--- src/rtl/alu_pkg.sv ---
// Shared types and constants for the 6-bit signed ALU and its command queue.
package alu_pkg;
  localparam int ALU_W = 6;

  localparam logic [1:0] MODE_SHIFTADD = 2'b00;
  localparam logic [1:0] MODE_ADDMUL   = 2'b01;
  localparam logic [1:0] MODE_NEG      = 2'b10;
  localparam logic [1:0] MODE_ABS      = 2'b11;

  typedef struct packed {
    logic [ALU_W-1:0] a;
    logic [ALU_W-1:0] b;
    logic [1:0]       mode;
  } alu_cmd_t;

  typedef enum logic {
    RSP_EMPTY = 1'b0,
    RSP_FULL  = 1'b1
  } rsp_state_e;
endpackage

--- src/rtl/alu_cmd_fifo.sv ---
// Command FIFO for alu_cmd_queue: circular storage with wrapping pointers and an occupancy count.
module alu_cmd_fifo
  import alu_pkg::*;
#(
  parameter int DEPTH = 4
) (
  input  logic                     clk,
  input  logic                     rst,
  input  logic                     push,
  input  logic                     pop,
  input  alu_cmd_t                 wr_cmd,
  output alu_cmd_t                 rd_cmd,
  output logic                     full,
  output logic                     empty,
  output logic [$clog2(DEPTH):0]   count
);
  localparam int AW = $clog2(DEPTH);
  localparam logic [AW:0] FULL_CNT = DEPTH[AW:0];

  alu_cmd_t      mem_q [DEPTH];
  alu_cmd_t      mem_d [DEPTH];
  logic [AW-1:0] wr_ptr_q, wr_ptr_d;
  logic [AW-1:0] rd_ptr_q, rd_ptr_d;
  logic [AW:0]   count_q, count_d;

  always_comb begin
    mem_d    = mem_q;
    wr_ptr_d = wr_ptr_q;
    rd_ptr_d = rd_ptr_q;
    count_d  = count_q;
    if (push) begin
      mem_d[wr_ptr_q] = wr_cmd;
      wr_ptr_d        = wr_ptr_q + 1'b1;
    end
    if (pop) begin
      rd_ptr_d = rd_ptr_q + 1'b1;
    end
    case ({push, pop})
      2'b10:   count_d = count_q + 1'b1;
      2'b01:   count_d = count_q - 1'b1;
      default: count_d = count_q;
    endcase
  end

  always_ff @(posedge clk) begin
    if (rst) begin
      wr_ptr_q <= '0;
      rd_ptr_q <= '0;
      count_q  <= '0;
    end else begin
      wr_ptr_q <= wr_ptr_d;
      rd_ptr_q <= rd_ptr_d;
      count_q  <= count_d;
    end
  end

  // Storage needs no reset: only entries below count_q are ever popped.
  always_ff @(posedge clk) begin
    mem_q <= mem_d;
  end

  assign rd_cmd = mem_q[rd_ptr_q];
  assign full   = (count_q == FULL_CNT);
  assign empty  = (count_q == '0);
  assign count  = count_q;
endmodule

--- src/rtl/alu_cmd_queue.sv ---
// Command queue and one-entry response register around the 6-bit ALU.
// Optional macro ALU_CMD_QUEUE_STATS_EN adds a 16-bit wrapping op_count of pops.
//   state     | meaning
//   RSP_EMPTY | response register holds nothing, rsp_valid=0
//   RSP_FULL  | response register holds a captured result, rsp_valid=1
module alu_cmd_queue
  import alu_pkg::*;
#(
  parameter int DEPTH = 4,
  parameter int W     = ALU_W
) (
  input  logic                   clk,
  input  logic                   rst,
  input  logic                   cmd_valid,
  output logic                   cmd_ready,
  input  logic [W-1:0]           cmd_a,
  input  logic [W-1:0]           cmd_b,
  input  logic [1:0]             cmd_mode,
  output logic [W-1:0]           alu_a,
  output logic [W-1:0]           alu_b,
  output logic [1:0]             alu_mode,
  input  logic [W-1:0]           alu_out,
  output logic                   rsp_valid,
  input  logic                   rsp_ready,
  output logic [W-1:0]           rsp_data,
  output logic [1:0]             rsp_mode,
  output logic [$clog2(DEPTH):0] q_count
`ifdef ALU_CMD_QUEUE_STATS_EN
  ,output logic [15:0]           op_count
`endif
);
  rsp_state_e state_q, state_d;
  logic [W-1:0] rsp_data_q, rsp_data_d;
  logic [1:0]   rsp_mode_q, rsp_mode_d;
  logic         push, pop, fifo_full, fifo_empty;
  alu_cmd_t     wr_cmd, head;

  assign wr_cmd = '{a: cmd_a, b: cmd_b, mode: cmd_mode};

  alu_cmd_fifo #(.DEPTH(DEPTH)) u_fifo (
    .clk    (clk),
    .rst    (rst),
    .push   (push),
    .pop    (pop),
    .wr_cmd (wr_cmd),
    .rd_cmd (head),
    .full   (fifo_full),
    .empty  (fifo_empty),
    .count  (q_count)
  );

  // cmd_ready comes from registered occupancy only, so a full queue stays closed even while popping.
  assign cmd_ready = !fifo_full;
  assign push      = cmd_valid && cmd_ready;
  assign rsp_valid = (state_q == RSP_FULL);
  assign pop       = !fifo_empty && (!rsp_valid || rsp_ready);

  assign alu_a    = head.a;
  assign alu_b    = head.b;
  assign alu_mode = head.mode;

  always_comb begin
    state_d    = state_q;
    rsp_data_d = rsp_data_q;
    rsp_mode_d = rsp_mode_q;
    if (pop) begin
      rsp_data_d = alu_out;
      rsp_mode_d = head.mode;
    end
    case (state_q)
      RSP_EMPTY: if (pop) state_d = RSP_FULL;
      RSP_FULL:  if (rsp_ready && !pop) state_d = RSP_EMPTY;
      default:   state_d = RSP_EMPTY;
    endcase
  end

  always_ff @(posedge clk) begin
    if (rst) begin
      state_q    <= RSP_EMPTY;
      rsp_data_q <= '0;
      rsp_mode_q <= '0;
    end else begin
      state_q    <= state_d;
      rsp_data_q <= rsp_data_d;
      rsp_mode_q <= rsp_mode_d;
    end
  end

  assign rsp_data = rsp_data_q;
  assign rsp_mode = rsp_mode_q;

`ifdef ALU_CMD_QUEUE_STATS_EN
  logic [15:0] op_count_q, op_count_d;

  always_comb begin
    op_count_d = op_count_q;
    if (pop) op_count_d = op_count_q + 16'd1;
  end

  always_ff @(posedge clk) begin
    if (rst) op_count_q <= '0;
    else     op_count_q <= op_count_d;
  end

  assign op_count = op_count_q;
`endif
endmodule

--- config.mk ---
export PLATFORM = sky130hd
export DESIGN_NAME = alu_cmd_queue
export DESIGN_NICKNAME = d
export VERILOG_FILES = /design/src/rtl/alu_pkg.sv /design/src/rtl/alu_cmd_fifo.sv /design/src/rtl/alu_cmd_queue.sv
export SDC_FILE = /design/constraint.sdc
export NUM_CORES = 1
export LEC_CHECK = 0
export ABC_AREA = 0
export BUFFER_PORTS_ARGS = -buffer_cell sky130_fd_sc_hd__buf_2
export CAP_MARGIN = 15
export CORE_MARGIN = 5
export CORE_UTILIZATION = 45
export DETAILED_ROUTE_END_ITERATION = 10
export PLACE_DENSITY = 0.66
export SLEW_MARGIN = 20
export SYNTH_ARGS = -nofsm -noshare
export SYNTH_HDL_FRONTEND = slang
export SYNTH_SLANG_ARGS = --single-unit
--- constraint.sdc ---
create_clock -name clk -period 3 [get_ports clk]
set_clock_uncertainty 0.05 [all_clocks]
set_input_delay 0.15 -clock clk [delete_from_list [all_inputs] [get_ports clk]]
set_output_delay 0.15 -clock clk [all_outputs]
set_load 0.02 [all_outputs]
==> flow_summary.json <==
{
  "outcome": "finished, final reports clean",
  "crit_path_end_kind": "register",
  "drv_cap": 0,
  "min_path_type": "input pin to register",
  "synth_fp_nets": 193,
  "slowest_stage": "dfxtp_1",
  "hold_end": "rsp_data[2]",
  "seq_area_frac_synth_pct": 71.6,
  "hold_violations": 0,
  "netlist_area_um2": 2800,
  "cts_tree": "done",
  "finalSetupTns_ns": 0,
  "core_area_um2": 5990,
  "ys.flop_type": "edfxtp_1",
  "dieArea_um2": 7890,
  "setup_viol": 0,
  "min_path_cells": 3,
  "period_share_pct": 76.3,
  "via_per_inst": 5.18,
  "path_cells": "or3b_1 -> nand2_1 -> ha_1 -> fa_1 -> xnor2_1 -> or3_2 -> a21oi_1",
  "post_drt_wl_per_cell_um": 16.6,
  "async_reset_ff_share_pct": 0,
  "report.final.slew_viol_count": 0,
  "die_y_um": 88.8,
  "vdd_drop_max_v": 0.000412,
  "yosysUniqueCellTypes": 29,
  "synth_top_area_share_pct": 60.2,
  "yosys_warnings": 0,
  "synth_most_common_cell": "edfxtp_1",
  "whs_ns": 0.0216,
  "crit_required_ns": 3.23,
  "first_pass_iters": 4,
  "cts_setup_buffers": 0,
  "clk_pin_slew_ns": 0.07,
  "insertion_delay_ns": 0.35,
  "seqCellArea_um2": 2000,
  "ys_seq_elements": 72,
  "initial_utilization_pct": 46.7,
  "synth_top_cell_by_area": "edfxtp_1",
  "htree_levels": 3,
  "worst_pin_slew_ns": 0.815,
  "crit_type": "register to register",
  "rr_startpoint": "u_fifo.count[0]",
  "start_kind": "register",
  "final_area_um2": 3500,
  "multi_input_area_um2": 719,
  "grt_pass1_vias": 1650,
  "drtIter0Drc": 89,
  "pin_count": 51,
  "rr_worst_depth": 7,
  "root_buffer": "clkbuf_8",
  "max_freq_ghz": 0.437,
  "grt_pass1_wl_um": 8090,
  "critPathMaxFanout": 10,
  "grt-ovfl-total": 0,
  "max_stage_delay_ns": 0.44,
  "synth_area_leaders": "edfxtp_1 (60%), dfxtp_1 (11%), mux4_2 (11%)",
  "layout.nets": 262,
  "nFillCells": 472,
  "drc_errors": 0,
  "avgSynthCellArea_um2": 17.1,
  "wl_um": 5170,
  "place_area_um2": 3110,
  "power_mw": 3.26,
  "timing.rr.end": "u_fifo.count[2]",
  "track_usage_pct": 14.6,
  "rows": 28,
  "place_congestion": 0.761,
  "hold_path.startpoint": "alu_out[2]",
  "final_layout_size_suffix_gt1_share_pct": 35.4,
  "period_needed_ns": 2.29,
  "die_w_um": 88.8,
  "placed_cells": 280,
  "ff2ff_setup_slack_ns": 0.71,
  "final_cells": 312,
  "syn-instance-count": 163,
  "cts.sinks": 72,
  "antenna_found_initial": 0,
  "cts_buffer_depth": 2,
  "synth_edf_count": 56,
  "area_growth_syn_to_layout_pct": 25.3,
  "dp_hpwl_um": 3420,
  "vias": 1615,
  "p_leak_nw": 1.30,
  "grt_max_degree": 18,
  "synthTopCellsByCount": "edfxtp_1 (56), dfxtp_1 (16), mux4_2 (14)",
  "p_per_area_nw_per_um2": 932,
  "cts_resized": 0,
  "cts-buffers-inserted": 9,
  "ant_nets": 0,
  "antennaDiodeCount": 0,
  "slew_headroom_pct": 45.6,
  "io_buffers": 50,
  "worst_ep_arrival_time_ns": 2.52,
  "rsz0062_at_grt": "no"
}
==> stage by stage <==
stage	setup WS, ns	util, %
final	0.712	58.5
after global routing	0.508	58.5
after CTS	0.681	58.3
after detailed placement	0.707	51.9
after global placement	0.789	51.9
after floorplan	0.654	-
==> worst max-delay path: cells and delay by family (launching register included) <==
family	cells	cell delay, ns
xor+xnor	1	0.14
compound gates	1	0.15
fa+ha+maj	2	0.62
simple gates	3	0.82
flops	1	0.44
==> how the worst max path moves through the flow <==
| stage | from | end | slack, ns |
|---|---|---|---|
| after floorplan | u_fifo.count[0] | u_fifo.count[2] | 0.65 |
| after global placement | u_fifo.count[0] | u_fifo.count[2] | 0.79 |
| after detailed placement | u_fifo.count[0] | u_fifo.count[2] | 0.71 |
| after CTS | u_fifo.rd_ptr_q[0] | alu_a[3] | 0.68 |
| after global routing | u_fifo.count[0] | u_fifo.count[2] | 0.51 |
| final | u_fifo.count[0] | u_fifo.count[2] | 0.71 |
==> metal layers <==
| metal | share of wire (%) | up-vias | GRT usage, % | routed length, um |
|---|---|---|---|---|
| li1 | - | 770 | - | - |
| met1 | 42 | 802 | 17.3 | 2160 |
| met2 | 51 | 33 | 23.4 | 2650 |
| met3 | 5.0 | 10 | 5.12 | 258 |
| met4 | 2.0 | 0 | 7.42 | 102 |
| met5 | 0 | - | 0 | 0 |
==> sequential cells by signal, summed over array words and instances, names as in the netlist <==
name,count
rsp_data,6
rsp_mode,2
rsp_valid,1
u_fifo.count,3
u_fifo.mem_q,56
u_fifo.rd_ptr_q,2
u_fifo.wr_ptr_q,2
==> timing repair <==
| action | in CTS | in global routing |
|---|---|---|
| hold buffers | 15 | 1 |
| endpoints found under the setup margin | 0 | 0 |
| hold endpoints to repair | 57 | 1 |
==> where the power goes <==
part | switching (mW) | leakage, nW | internal [mW] | total (mW)
sequential | 0.122 | 0.645 | 1.22 | 1.34
clock | 0.345 | 0.118 | 0.550 | 0.894
combinational | 0.574 | 0.537 | 0.451 | 1.03
total | 1.04 | 1.30 | 2.22 | 3.26
==> logic make-up after synthesis <==
family | synth area share, %
buffers and inverters | 2.64
flip-flops | 71.6
AO/OA/AOI/OAI | 5.51
AND/OR/NAND/NOR | 5.01
adder cells (fa/ha/maj) | 2.95
multiplexers | 11.6
XOR/XNOR | 0.627
==> layout make-up <==
| class | count | area share [%] |
|---|---|---|
| Timing Repair Buffer | 70 | 12.6 |
| Clock inverter | 6 | 3.07 |
| Tap cell | 75 | 2.68 |
| Multi-Input combinational cell | 76 | 20.5 |
| Clock buffer | 10 | 3.64 |
| Sequential cell | 72 | 57.2 |
| Inverter | 3 | 0.322 |
==> placed cells by master (no fill, tap or decap), drive strengths merged <==
| cell type | Yosys | layout |
|---|---|---|
| mux2i | 1 | 1 |
| ha | 5 | 5 |
| nand2b | 1 | 1 |
| xor2 | 1 | 1 |
| dlygate4sd3 | 0 | 16 |
| or3b | 1 | 1 |
| xnor2 | 1 | 1 |
| nor2 | 4 | 4 |
| edfxtp | 56 | 56 |
| or3 | 3 | 3 |
| inv | 3 | 3 |
| fa | 1 | 1 |
| o21ai | 10 | 10 |
| a31o | 1 | 1 |
| dfxtp | 16 | 16 |
| and3 | 4 | 4 |
| a21o | 2 | 2 |
| nand2 | 1 | 1 |
| clkinv | 0 | 3 |
| a311oi | 1 | 1 |
| clkbuf | 6 | 10 |
| nor3 | 1 | 1 |
| a21oi | 13 | 13 |
| nor2b | 1 | 1 |
| buf | 6 | 54 |
| bufinv | 0 | 3 |
| mux4 | 14 | 14 |
| nand3 | 10 | 10 |
(Power assumes the default switching activity.)
